**src/rtl/astar_pkg.sv**
```systemverilog
// Shared A* definitions: grid geometry, neighbour direction codes and cell addressing.
package astar_pkg;

    localparam int unsigned GRID_W      = 40;
    localparam int unsigned GRID_H      = 40;
    localparam int unsigned COORD_W     = 8;
    localparam int unsigned CELL_ADDR_W = 11;
    localparam int unsigned MAX_STEPS   = GRID_W * GRID_H;

    localparam logic [COORD_W-1:0] NO_CELL = 8'hFF;

    // Neighbour order shared with the search core's neighbour generator
    typedef enum logic [2:0] {
        DIR_NW = 3'd0,
        DIR_N  = 3'd1,
        DIR_NE = 3'd2,
        DIR_E  = 3'd3,
        DIR_SE = 3'd4,
        DIR_S  = 3'd5,
        DIR_SW = 3'd6,
        DIR_W  = 3'd7
    } dir_e;

    function automatic logic [CELL_ADDR_W-1:0] cell_addr(input logic [COORD_W-1:0] x,
                                                         input logic [COORD_W-1:0] y);
        return CELL_ADDR_W'(CELL_ADDR_W'(y) * CELL_ADDR_W'(GRID_W) + CELL_ADDR_W'(x));
    endfunction

endpackage

```
**src/rtl/astar_dir_step.sv**
```systemverilog
// Applies one predecessor direction to a cell and flags steps that leave the grid.
module astar_dir_step
    import astar_pkg::*;
(
    input  logic [COORD_W-1:0] cur_x,
    input  logic [COORD_W-1:0] cur_y,
    input  logic [2:0]         dir,
    output logic [COORD_W-1:0] next_x,
    output logic [COORD_W-1:0] next_y,
    output logic               out_of_bounds
);

    localparam int unsigned SW = COORD_W + 1;
    localparam logic signed [SW-1:0] M1   = '1;
    localparam logic signed [SW-1:0] P1   = SW'(1);
    localparam logic signed [SW-1:0] GW_S = SW'(GRID_W);
    localparam logic signed [SW-1:0] GH_S = SW'(GRID_H);

    logic signed [SW-1:0] dx, dy, nx, ny;

    // Signed one-bit-wider arithmetic so a step below zero is visible as negative
    always_comb begin
        dx = '0;
        dy = '0;
        case (dir_e'(dir))
            DIR_NW: begin dx = M1; dy = M1; end
            DIR_N:  begin dy = M1;          end
            DIR_NE: begin dx = P1; dy = M1; end
            DIR_E:  begin dx = P1;          end
            DIR_SE: begin dx = P1; dy = P1; end
            DIR_S:  begin dy = P1;          end
            DIR_SW: begin dx = M1; dy = P1; end
            DIR_W:  begin dx = M1;          end
            default: ;
        endcase
        nx = $signed({1'b0, cur_x}) + dx;
        ny = $signed({1'b0, cur_y}) + dy;
        next_x = nx[COORD_W-1:0];
        next_y = ny[COORD_W-1:0];
        out_of_bounds = nx[SW-1] || ny[SW-1] || (nx >= GW_S) || (ny >= GH_S);
    end

endmodule

```
**src/rtl/astar_path_tracer.sv**
```systemverilog
// Walks the predecessor map from goal back to start, streaming each cell as a path beat.
module astar_path_tracer
    import astar_pkg::*;
(
    input  logic                   clk,
    input  logic                   reset,
    input  logic                   cmd_valid,
    output logic                   cmd_ready,
    input  logic [COORD_W-1:0]     start_x,
    input  logic [COORD_W-1:0]     start_y,
    input  logic [COORD_W-1:0]     goal_x,
    input  logic [COORD_W-1:0]     goal_y,
    output logic                   pred_rd,
    output logic [CELL_ADDR_W-1:0] pred_addr,
    input  logic [3:0]             pred_data,
    output logic                   path_valid,
    input  logic                   path_ready,
    output logic [COORD_W-1:0]     path_x,
    output logic [COORD_W-1:0]     path_y,
    output logic                   path_last,
    output logic                   done,
    output logic                   error,
    output logic [CELL_ADDR_W-1:0] path_len
);

    typedef enum logic [1:0] {S_IDLE, S_EMIT, S_READ, S_WAIT} state_e;

    localparam logic [COORD_W-1:0]     GRID_W_C    = COORD_W'(GRID_W);
    localparam logic [COORD_W-1:0]     GRID_H_C    = COORD_W'(GRID_H);
    localparam logic [CELL_ADDR_W-1:0] MAX_STEPS_C = CELL_ADDR_W'(MAX_STEPS);

    state_e                  state, state_n;
    logic [COORD_W-1:0]      start_x_q, start_y_q, start_x_n, start_y_n;
    logic [COORD_W-1:0]      cur_x_n, cur_y_n, step_x, step_y;
    logic [CELL_ADDR_W-1:0]  len_n, addr_n;
    logic                    step_oob, cmd_bad, done_n, error_n, last_n;

    astar_dir_step u_step (
        .cur_x         (path_x),
        .cur_y         (path_y),
        .dir           (pred_data[2:0]),
        .next_x        (step_x),
        .next_y        (step_y),
        .out_of_bounds (step_oob)
    );

    assign cmd_bad = (start_x >= GRID_W_C) || (goal_x >= GRID_W_C) ||
                     (start_y >= GRID_H_C) || (goal_y >= GRID_H_C);

    always_ff @(posedge clk or posedge reset) begin
        if (reset) state <= S_IDLE;
        else       state <= state_n;
    end

    // path_x/path_y double as the current-cell register
    always_comb begin
        state_n   = state;
        start_x_n = start_x_q;
        start_y_n = start_y_q;
        cur_x_n   = path_x;
        cur_y_n   = path_y;
        len_n     = path_len;
        addr_n    = pred_addr;
        done_n    = 1'b0;
        error_n   = 1'b0;
        case (state)
            S_IDLE: if (cmd_valid) begin
                if (cmd_bad) begin
                    error_n = 1'b1;
                end else begin
                    start_x_n = start_x;
                    start_y_n = start_y;
                    cur_x_n   = goal_x;
                    cur_y_n   = goal_y;
                    len_n     = '0;
                    state_n   = S_EMIT;
                end
            end
            S_EMIT: if (path_ready) begin
                len_n = path_len + CELL_ADDR_W'(1);
                if (path_x == start_x_q && path_y == start_y_q) begin
                    done_n  = 1'b1;
                    state_n = S_IDLE;
                end else if (len_n == MAX_STEPS_C) begin
                    error_n = 1'b1;
                    state_n = S_IDLE;
                end else begin
                    addr_n  = cell_addr(path_x, path_y);
                    state_n = S_READ;
                end
            end
            S_READ: state_n = S_WAIT;
            S_WAIT: begin
                if (!pred_data[3] || step_oob) begin
                    error_n = 1'b1;
                    state_n = S_IDLE;
                end else begin
                    cur_x_n = step_x;
                    cur_y_n = step_y;
                    state_n = S_EMIT;
                end
            end
            default: state_n = S_IDLE;
        endcase
        last_n = (state_n == S_EMIT) && (cur_x_n == start_x_n) && (cur_y_n == start_y_n);
    end

    always_ff @(posedge clk or posedge reset) begin
        if (reset) begin
            cmd_ready  <= 1'b1;
            path_valid <= 1'b0;
            path_x     <= NO_CELL;
            path_y     <= NO_CELL;
            path_last  <= 1'b0;
            pred_rd    <= 1'b0;
            pred_addr  <= '0;
            done       <= 1'b0;
            error      <= 1'b0;
            path_len   <= '0;
            start_x_q  <= '0;
            start_y_q  <= '0;
        end else begin
            cmd_ready  <= (state_n == S_IDLE);
            path_valid <= (state_n == S_EMIT);
            path_x     <= cur_x_n;
            path_y     <= cur_y_n;
            path_last  <= last_n;
            pred_rd    <= (state_n == S_READ);
            pred_addr  <= addr_n;
            done       <= done_n;
            error      <= error_n;
            path_len   <= len_n;
            start_x_q  <= start_x_n;
            start_y_q  <= start_y_n;
        end
    end

endmodule

```
**config.mk**
```make
export PLATFORM = sky130hd
export DESIGN_NAME = astar_path_tracer
export DESIGN_NICKNAME = d
export VERILOG_FILES = /design/src/rtl/astar_pkg.sv /design/src/rtl/astar_dir_step.sv /design/src/rtl/astar_path_tracer.sv
export SDC_FILE = /design/constraint.sdc
export NUM_CORES = 1
export LEC_CHECK = 0
export CORE_UTILIZATION = 59
export CTS_CLUSTER_DIAMETER = 200
export DETAILED_ROUTE_END_ITERATION = 8
export PLACE_DENSITY = 0.87
export SETUP_SLACK_MARGIN = 0.1
export SYNTH_ARGS = -nofsm -noshare
export SYNTH_HDL_FRONTEND = slang
export SYNTH_SLANG_ARGS = --single-unit
```
**constraint.sdc**
```tcl
create_clock -name clk -period 5.65 [get_ports clk]
set_clock_uncertainty 0.1 [all_clocks]
set_input_delay 1.13 -clock clk [delete_from_list [all_inputs] [get_ports clk]]
set_output_delay 1.13 -clock clk [all_outputs]
set_load 0.005 [all_outputs]
```
Word level (Yosys, flattened, before mapping)
Index checks and enable logic that the tools add are counted.
{"block": "word_totals", "output_inout_bits": 44, "memories": 0, "rom_bits": 0, "mem_bits_rw": 0, "word_cells": 104, "reg_bits": 62, "latch_bits": 0}
{"block": "classes", "n_reduce_logical": 21, "eq_ne": 20, "div": 0, "multipliers": 1, "bitwise": 2, "n_lt_le_gt_ge": 6, "n_mux": 37, "n_addsub": 4, "shift": 0}
{"op": "8-bit two-way mux", "n": 12}
{"op": "9-bit one-hot mux with 2 select lines", "n": 2}
{"op": "11-bit two-way mux", "n": 3}
{"op": "8-bit equality test", "n": 4}
{"op": "8-bit by 6-bit >= comparator with 1-bit output (second input constant)", "n": 4}
{"op": "8-bit one-hot mux with 2 select lines", "n": 2}
{"op": "11-bit one-hot mux with 2 select lines", "n": 1}
{"op": "9-bit adder", "n": 2}
{"op": "9-bit by 7-bit >= comparator with 1-bit output (second input constant)", "n": 2}
{"op": "3-bit equality test (second input constant)", "n": 4}
{"op": "3-bit OR reduction", "n": 4}
{"op": "11-bit by 1-bit adder with 11-bit output (second input constant)", "n": 1}
{"op": "11-bit by 8-bit adder with 11-bit output", "n": 1}
{"op": "11-bit equality test (second input constant)", "n": 1}
{"op": "1-bit two-way mux", "n": 10}
{"op": "2-bit two-way mux", "n": 5}
{"op": "8-bit by 3-bit multiplier with 8-bit output (second input constant)", "n": 1}
{"op": "2-bit one-hot mux with 4 select lines", "n": 1}
{"op": "4-bit AND reduction", "n": 2}
{"op": "1-bit logical OR", "n": 7}
{"op": "2-bit equality test (second input constant)", "n": 3}
{"op": "3-bit by 2-bit equality test with 1-bit output (second input constant)", "n": 2}
{"op": "2-bit inequality test (second input constant)", "n": 3}
{"op": "2-bit by 1-bit equality test with 1-bit output (second input constant)", "n": 2}
{"op": "other kinds (8)", "n": 12}

Logic depth before layout (Yosys ltp)
{"block": "logic_depth", "word_depth": 13, "ltp_mapped": 16, "mapped_depth_nobuf": 14}

Cells and area by module
A second synthesis with hierarchy kept.
{"block": "hier_totals", "hier_cells": 500, "area_unflattened_um2": 4880.9}
{"module": "astar_path_tracer", "cells_each": 400, "area_per_inst_um2": 4066.4, "n_inst": 1}
{"module": "astar_dir_step", "cells_each": 100, "area_per_inst_um2": 814.5, "n_inst": 1}

Worst setup path before layout
No wires, ideal clock.
{"block": "synth_timing", "path_type": "input port to flip-flop", "from": "in pred_data[2]", "to": "reg path_last", "setup_slack_ps": 957, "t_arrival_ps": 4497, "setup_ps": 96, "stages": 15, "n_path_buf": 2, "required_ps": 5454, "path_cell_list": "nor3_1 > a21o_1 > inv_1 > fa_1 > nand2b_1 > a21oi_2 > o211a_1 > nor3_1 > or3_1 > clkbuf_2 > or3_1 > buf_6 > o311a_1 > a2111o_1 > nor4_2"}
{"block": "synth_between", "elab_chain_len": 13, "elab_cells_between_ends": 33, "classes_between": "add/sub (2); order compare (2); eq/ne (10); mux (8); reduce/logical (11)"}
{"element": "start: declaration", "line_no": "astar_path_tracer.sv:15", "source": "input logic [3:0] pred_data,"}
{"element": "3-bit equality test, or another cell as far along", "line_no": "astar_dir_step.sv:25", "source": "case (dir_e'(dir))"}
{"element": "3-bit OR reduction (no source line)"}
{"element": "9-bit one-hot mux with 2 select lines", "line_no": "astar_dir_step.sv:25"}
{"element": "9-bit adder (on tied branches)", "line_no": "astar_dir_step.sv:36, astar_dir_step.sv:37"}
{"element": "9-bit by 7-bit >= comparator with 1-bit output or 1-bit logical OR (tied branches)", "line_no": "astar_dir_step.sv:40", "source": "out_of_bounds = nx[SW-1] || ny[SW-1] || (nx >= GW_S) || (ny >= GH_S);"}
{"element": "1-bit logical OR (2 in series)", "line_no": "astar_dir_step.sv:40"}
{"element": "1-bit logical OR", "line_no": "astar_path_tracer.sv:94", "source": "if (!pred_data[3] || step_oob) begin"}
{"element": "8-bit two-way mux or 1-bit two-way mux (tied branches)", "line_no": "astar_path_tracer.sv:94"}
{"element": "8-bit one-hot mux with 2 select lines or 2-bit one-hot mux with 4 select lines (tied branches)", "line_no": "astar_path_tracer.sv:66", "source": "case (state)"}
{"element": "8-bit equality test or 2-bit by 1-bit equality test with 1-bit output (tied branches)", "line_no": "astar_path_tracer.sv:105", "source": "last_n = (state_n == S_EMIT) && (cur_x_n == start_x_n) && (cur_y_n == start_y_n);"}
{"element": "1-bit logical AND", "line_no": "astar_path_tracer.sv:105"}
{"element": "1-bit logical AND *", "line_no": "astar_path_tracer.sv:105"}
{"element": "net last_n", "line_no": "astar_path_tracer.sv:36", "source": "logic step_oob, cmd_bad, done_n, error_n, last_n;"}
{"element": "end signal: assignment", "line_no": "astar_path_tracer.sv:127", "source": "path_last <= last_n;"}
{"element": "end: declaration", "line_no": "astar_path_tracer.sv:20", "source": "output logic path_last,"}
Mark *: on every way through the listed nets, which the timed path passes. The rest lies on a longest branch.
A chain may end at the register's enable or synchronous reset.

Worst setup path in the final report
{"block": "layout_timing", "from": "in pred_data[1]", "to": "reg path_last"}
Same word-level chain as after synthesis.

==> results <==
- Dividing the synthesized area by the synthesized cell count gives 8.81 um2.
- The slew of the pin with the lowest slew margin is 0.818 ns.
- In this run the core area contains 33 standard-cell rows.
- In the final routed layout, each cell accounts on average for 22.5 um.
- The initial core utilization is 62.2%.
- The hold buffer count at cts is 0.
- The synthesis-to-layout area growth is 23.2%.
- OpenSTA, run right after detailed placement, puts the worst setup slack at 0.145 ns.
- The number of buffers on the longest clock path is 2.
- Of all flip-flops after synthesis, the portion carrying an async set or reset was 100%.
- The worst hold path belongs to the class reg2reg.
- The count of buffers from port buffering is 83.
- After technology mapping, the gate count stands at 589.
- The critical path startpoint category is an input port.
- The smallest clock period supported by the final layout is computed as 5.13 ns.
- The synthesized netlist occupies a cell area of 0.00519 mm2.
- The reported leakage power is 2.91 nW.
- The number of failing hold endpoints at the final stage came to 0.
- The H-tree depth is 3.
- The clock reaches the later pin of the worst-skew pair after 0.37 ns.
- In the global route stage, overall resource usage came out at 40.5%.
- The width of the chip is 95.8 um.
- The number of DRC markers in iteration 0 is 521.
- The post-route netlist has 11.6% of its cells at a drive strength greater than 1.
- After synthesis, flip-flops and latches occupy 30.3% of the total area.
- The clock-pin slew on the worst setup and hold paths is 0.08 ns.
- The diode insertion count for antenna repair is 0.
- The run finished with clean final reports.
- After floorplanning, the core was sized to cover 0.00834 mm2.
- The iteration count of the initial detailed-routing pass is 8.
- The boundary pin count is 84.
- Dividing the final minimum period by the clock period gives 90.8%.
- For this run, the top clock speed supported by timing is 0.195 GHz.
- The top flip-flop cell by instance count after synthesis is dfrtp_1.
- The count of different cell masters after synthesis is 77.
- After detailed routing, the total wire length is 17,700 um.
- Leaving out filler cells and counting taps, the final layout contains 788.
- The power per cell area is 268 mW/mm2.
- At the end of the flow, the number of nets in the layout was 760.
- In the routed layout, each cell is associated on average with a via count of 6.68.
- After detailed placement, the design holds a cell count of 772.
- The Yosys step of the flow raised 0 warnings.
- The area of the die is 0.00917 mm2.
- The worst pin sits at a relative slew slack of 45.0%.
- The buffer type at the clock tree root is clkbuf_8.
- The via count of the first global-routing pass is 5,176.
- STA classifies the critical path endpoint as a flip-flop.
- When the netlist entered floorplanning its net count stood at 671.
- The tool flagged a number of max-cap violations equal to 0.
- Entering global routing, the biggest net connects 52 pins.
- The number of clock sinks is 62.
- VDD sags by at most 0.000313 V.
- The overflow left after global routing is 0.
- Gates resized during post-CTS repair numbered 0.
- In this run, synthesis inferred 0 flip-flops with an integrated enable.
- Setup repair after global routing left no endpoint under its margin.
- Data on the critical path is required at its endpoint by 5.83 ns.
- For this run, design rule violations remaining after detail routing come to 0.
- Leaving out fill and tap cells, the most frequent cells in the layout are clkdlybuf4s50_1 (83), o21ai_0 (48), dfrtp_1 (45).
- The summed area of non-filler cells in the final layout is 0.00639 mm2.
- The number of max-slew violations in the final report is 0.
- The placer congestion estimate is 1.00.
- The final setup slack of the worst path is 0.521 ns.
- In this run the post-CTS setup repair buffer count came out at 0.
- Hold timing on the final database bottoms out at a slack of 0.424 ns.
- The number of antenna-violating nets in the routed design is 0.
- The arrival time at the worst endpoint is 5.31 ns.
- From bottom edge to top edge, the die measures 95.8 um.
- The number of clock buffers inserted by TritonCTS is 9.
- Leaving out fill and tap cells, the most frequent cell in the layout is clkdlybuf4s50_1.
- TritonCTS built the clock tree.
- Setup violations remaining at the end of the flow were counted as 0.
- The reg-to-reg setup timing slack is 1.45 ns.
- The count of vias placed by the detailed router is 5,266.
- The wire length of the first global-routing pass is 27,000 um.
- The final setup TNS is 0 ns.
- In this run the worst path has a maximum fanout of 8.
- The number of antenna violations at the first check in global routing is 0.
- After detailed placement, the total cell area comes to 0.00617 mm2.
- The synthesized design contains 62 register bits.
- Detailed placement finished with a half-perimeter wire length of 13,200 um.
- The setup path with the least slack is of type in2reg.
report_power, final:
part | switching [mW] | internal, mW
sequential | 0.0469 | 0.497
clock | 0.208 | 0.249
combinational | 0.451 | 0.259
metrics by stage:
| stage | power, mW | util, % |
|---|---|---|
| 2_1_floorplan | 0.938 | - |
| 3_3_place_gp | 1.21 | 74.0 |
| 3_5_place_dp | 1.23 | 74.0 |
| 4_1_cts | 1.68 | 76.6 |
| 5_1_grt | 1.78 | 76.6 |
| 6_report | 1.71 | 76.6 |
logic make-up after synthesis:
family,after synthesis,synth area share [%]
buf+inv,64,4.87
flops,62,30.3
xor+xnor,40,6.76
mux,29,5.91
compound gates,190,25.2
fa+ha+maj,42,10.7
simple gates,162,16.3
sequential cells by signal, summed over array words and instances, names as in the netlist:
name / cells
pred_addr: 11
path_valid: 1
path_x: 8
error: 1
path_last: 1
cmd_ready: 1
state: 2
start_x_q: 8
path_y: 8
done: 1
pred_rd: 1
start_y_q: 8
path_len: 11
Yosys cell counts (15+ instances only):
cell      n  area share [%]
dfstp_2  17             8.6
nand2_1  44             3.2
a21oi_1  34             3.3
nor2_1   30             2.2
dfrtp_1  45              22
a21o_1   16             2.3
mux2i_1  16             3.1
xnor2_1  17             2.9
o21ai_0  48             4.6
inv_1    45             3.3
ha_1     38             9.2
nor3_1   15             1.4
xor2_1   23             3.9
final timing paths:
path | start | end | cells past startpoint
worst min-delay path | pred_addr[8] | pred_addr[8] | 1
worst max-delay path | pred_data[1] | path_last | 15
worst max register to register | path_x[0] | path_last | 13
worst min register to register | pred_addr[8] | pred_addr[8] | 1
min in group asynchronous | reset | path_len[2] | 2
max in group asynchronous | reset | start_x_q[0] | 3
metal layers:
layer	vias to the layer above	wire [um]	track usage (%)
li1	2341	-	-
met1	2473	6760	50.6
met2	379	8400	68.2
met3	73	1820	7.66
met4	0	711	17.7
met5	-	0	0
layout make-up:
cell class / instances / area [um2]
fillers: 569 / 1950
inverters: 45 / 169
clock inverters: 7 / 96.3
flip-flops and latches: 62 / 1570
repair buffers: 97 / 936
clock buffers: 9 / 124
well taps: 105 / 131
multi-input cells: 463 / 3360
worst max-delay path, stage by stage:
cell,delay (ns)
clkdlybuf4s50_1,0.48
nor3_1,0.20
a21o_1,0.27
inv_1,0.14
fa_1,0.43
nand2b_1,0.19
a21boi_0,0.22
o21ai_0,0.13
a21o_1,0.19
a211o_1,0.36
or3_1,0.46
mux2_1,0.34
nor4_1,0.34
nand4_1,0.16
nor4_2,0.27
No activity file was read; power rests on OpenSTA's default activity.
